<file path="config.mk">
export PLATFORM = sky130hd
export DESIGN_NAME = evt_fifo
export DESIGN_NICKNAME = d
export VERILOG_FILES = /design/src/rtl/evt_fifo.sv
export SDC_FILE = /design/constraint.sdc
export NUM_CORES = 1
export LEC_CHECK = 0
export CAP_MARGIN = 10
export CORE_ASPECT_RATIO = 0.9
export CORE_UTILIZATION = 50
export DETAILED_ROUTE_END_ITERATION = 6
export PLACE_DENSITY = 0.73
export SKIP_LAST_GASP = 1
export SLEW_MARGIN = 20
export SYNTH_ARGS = -nofsm -noshare
export SYNTH_HDL_FRONTEND = slang
export SYNTH_SLANG_ARGS = --single-unit
export TNS_END_PERCENT = 1
</file>
<file path="constraint.sdc">
create_clock -name clk -period 2.75 [get_ports clk]
set_input_delay 0.4125 -clock clk [delete_from_list [all_inputs] [get_ports clk]]
set_output_delay 0.4125 -clock clk [all_outputs]
set_load 0.01 [all_outputs]
</file>
<file path="src/rtl/evt_fifo.sv">
// First-word-fall-through event FIFO with a sticky overflow flag.
module evt_fifo #(
   parameter int WIDTH = 4,
   parameter int DEPTH = 4
) (
   input  logic             clk,
   input  logic             rst,
   input  logic             clr,
   input  logic             push,
   input  logic [WIDTH-1:0] wdata,
   output logic             full,
   input  logic             pop,
   output logic [WIDTH-1:0] rdata,
   output logic             empty,
   output logic             drop
);

   localparam int AW = $clog2(DEPTH);

   logic [WIDTH-1:0] mem_q [DEPTH];
   logic [AW:0]      wr_q;
   logic [AW:0]      rd_q;
   logic             drop_q;
   logic             do_push;
   logic             do_pop;

   // Pointers carry one extra wrap bit so full and empty are distinguishable.
   always_comb begin
      empty   = (wr_q == rd_q);
      full    = (wr_q[AW] != rd_q[AW]) && (wr_q[AW-1:0] == rd_q[AW-1:0]);
      do_pop  = pop && !empty;
      do_push = push && (!full || do_pop);
      rdata   = empty ? '0 : mem_q[rd_q[AW-1:0]];
   end

   always_ff @(posedge clk or posedge rst) begin
      if (rst) begin
         wr_q   <= '0;
         rd_q   <= '0;
         drop_q <= 1'b0;
      end else begin
         if (do_push) wr_q <= wr_q + (AW+1)'(1);
         if (do_pop)  rd_q <= rd_q + (AW+1)'(1);
         if (clr)
            drop_q <= 1'b0;
         else if (push && !do_push)
            drop_q <= 1'b1;
      end
   end

   always_ff @(posedge clk) begin
      if (do_push) mem_q[wr_q[AW-1:0]] <= wdata;
   end

   assign drop = drop_q;

endmodule

</file>
==> flow_metrics.tcl <==
set metrics [dict create \
    status "complete, no violations" \
    clk_pin_slew_ns 0.13 \
    syn-cell-area_sq_um 1090 \
    synth_area_leaders "edfxtp_1, dfrtp_1, mux4_1, ha_1, xnor2_1" \
    period_share 0.926 \
    dpl.hpwl_mm 1.25 \
    die_y_um 46.2 \
    pwr-share-comb 0.477 \
    drtAntennaViolNets 0 \
    p_switching_mw 0.508 \
    ys_types 22 \
    pwr-share-seq 0.412 \
    min-delay-path-class "primary input to async pin" \
    io_pins 16 \
    p_int_mw 0.894 \
    hold_viol 0 \
    fp-row-count 15 \
    clkLatencyLatePin_ns 0.31 \
    dieArea_sq_um 2360 \
    critPathCaptureType "output pin" \
    clkPwrFrac 0.111 \
    initial_core_util 0.551 \
    gr-total-overflow 0 \
    vias 596 \
    ys_warn_count 0 \
    core_area_sq_um 1970 \
    cts_buffers 3 \
    antenna_found_initial 0 \
    worst_pin_slew_ns 0.635 \
    track_usage 0.163 \
    yosysSeqAreaShare 0.604 \
    path_max_fanout 7 \
    switching_share 0.362 \
    first_iter_violations 4 \
    start_kind "flip-flop" \
    grt_pass1_vias 552 \
    drt_first_pass_iters 4 \
    irDropWorstVdd_uv 677 \
    grt_start_max_net_pins 14 \
    post_cts_buffers 0 \
    leakage_nw 0.489 \
    syn_to_final_growth_pct 18.7 \
    finalCriticalPeriod_ns 2.55 \
    wl_mm 1.70 \
    fin_worst_skew_ns 0.00690 \
    die_w_um 51.1 \
    critPathKind "flip-flop to output pin" \
    final-setup-viol-count 0 \
    vias_per_cell 5.42 \
    power.density_nw_per_um2 1090 \
    fmax_mhz 393 \
    cts_tree "yes" \
    avgRoutedWirePerCell_um 15.4 \
    nNetsFinal 100 \
    htreeDepth 1 \
    rsz0062_at_grt "false" \
    required_ns 2.34 \
    avgSynthCellArea_sq_um 16.2 \
    clockBufferDepth 2 \
    slew_violations 0 \
    gp_congestion 0.763 \
    drive_gt1_frac 0.106 \
    synth_seq_cells 23 \
    grt_pass1_wl_mm 2.53 \
    synth_top_area_share 0.442 \
    port_buffers 15 \
    synth_top_area_cell "edfxtp_1" \
    hold_ws_ns 0.307 \
    cts-root-buf "clkbuf_4" \
    synth_fp_nets 81 \
    n_antenna_cell 0 \
    cts_sinks 23 \
    drcViolationCount 0 \
    slew_headroom 0.571 \
    syn_inst 67 \
    tns_ns 0 \
    arrival_ns 2.13 \
    maxCapViolCount 0 \
]
[power by group through the flow]
stage	logic, mW	registers (mW)	clock network [mW]
floorplan	0.452	0.546	0
global placement	0.650	0.581	0
detailed placement	0.666	0.586	0
CTS	0.668	0.578	0.159
global route	0.725	0.588	0.177
finish	0.669	0.577	0.156
[worst max-delay path, stage by stage (launching register included)]
cell and delay, ns:
dfrtp_1 0.52, xor2_1 0.44, nor3_2 0.16, nor2b_1 0.16, clkdlybuf4s50_1 0.55
[cell type report]
type | count | area (sq um)
tap | 25 | 31.3
timing repair buffer | 15 | 150
clock buffer | 3 | 22.5
sequential | 23 | 656
inverter | 4 | 15.0
multi-input combinational | 39 | 409
clock inverter | 1 | 5.00
fill | 147 | 682
[cells in the final DEF, fill, tap and decap left out, types with 2 or more instances in the layout]
cell and instances:
edfxtp_1 16, clkdlybuf4s50_1 15, dfrtp_1 7, nor2b_1 5, ha_1 5, xnor2_1 4
inv_1 4, mux4_1 4, and3_1 4, clkbuf_4 3, xor2_1 2, mux2_2 2
nand2b_1 2
[sequential cells by signal (all words and copies together) (netlist names)]
register / count
drop: 1
rd_q: 3
mem_q: 16
wr_q: 3
[path summary, 6_finish.rpt]
path | from | to | slack, ns | depth (start not counted)
min reg2reg | drop | drop | 0.54 | 2
max reg2reg | rd_q[0] | wr_q[1] | 0.82 | 3
min in group clk | drop | drop | 0.54 | 2
max | rd_q[1] | rdata[2] | 0.20 | 4
max in group asynchronous | rst | rd_q[0] | 2.23 | 2
min | rst | wr_q[2] | 0.31 | 2
[cell families after synthesis]
family,synth area share
buffers and inverters,0.0242
DFF,0.604
xor gates and xnor gates,0.0634
AOI/OAI and AO/OA,0.0449
muxes,0.118
adders and majority gates,0.0576
and+or+nand+nor,0.0887
[what timing repair did]
action                     CTS  global route
hold buffers                 0             0
resized for setup            0             1
setup endpoints to repair    0             5
[Yosys cell counts]
library cell and count:
o41ai_1 1, and3_1 4, nor4_1 1, a21boi_0 1, a311o_1 1, o22ai_1 1
mux2_2 2, nor2b_1 5, mux4_1 4, or4_4 1, xnor2_1 4, xor2_1 2
inv_1 4, xor2_2 1, nor3_1 2, edfxtp_1 16, o311ai_0 1, nand2b_1 2
buf_6 1, ha_1 5, o31ai_1 1, dfrtp_1 7
[per-stage QoR]
stage               instance area, sq um  utilization  power [mW]  setup WS (ns)  std cells
floorplan                           1090            -       0.997          0.950         67
global placement                    1260        0.637        1.23          0.450        106
detailed placement                  1260        0.637        1.25          0.380        106
CTS                                 1280        0.651        1.41         0.0228        110
global route                        1290        0.654        1.49         0.0927        110
finish                              1290        0.654        1.40          0.205        110
[per-layer routing]
metal | up-vias | routed length [um] | GRT usage
met3 | 2 | 54 | 0.0693
li1 | 295 | - | -
met4 | 0 | 21 | 0.0667
met1 | 288 | 850 | 0.211
met5 | - | 0 | 0
met2 | 11 | 772 | 0.242
Note: power is estimated with default switching activity, not from simulation.
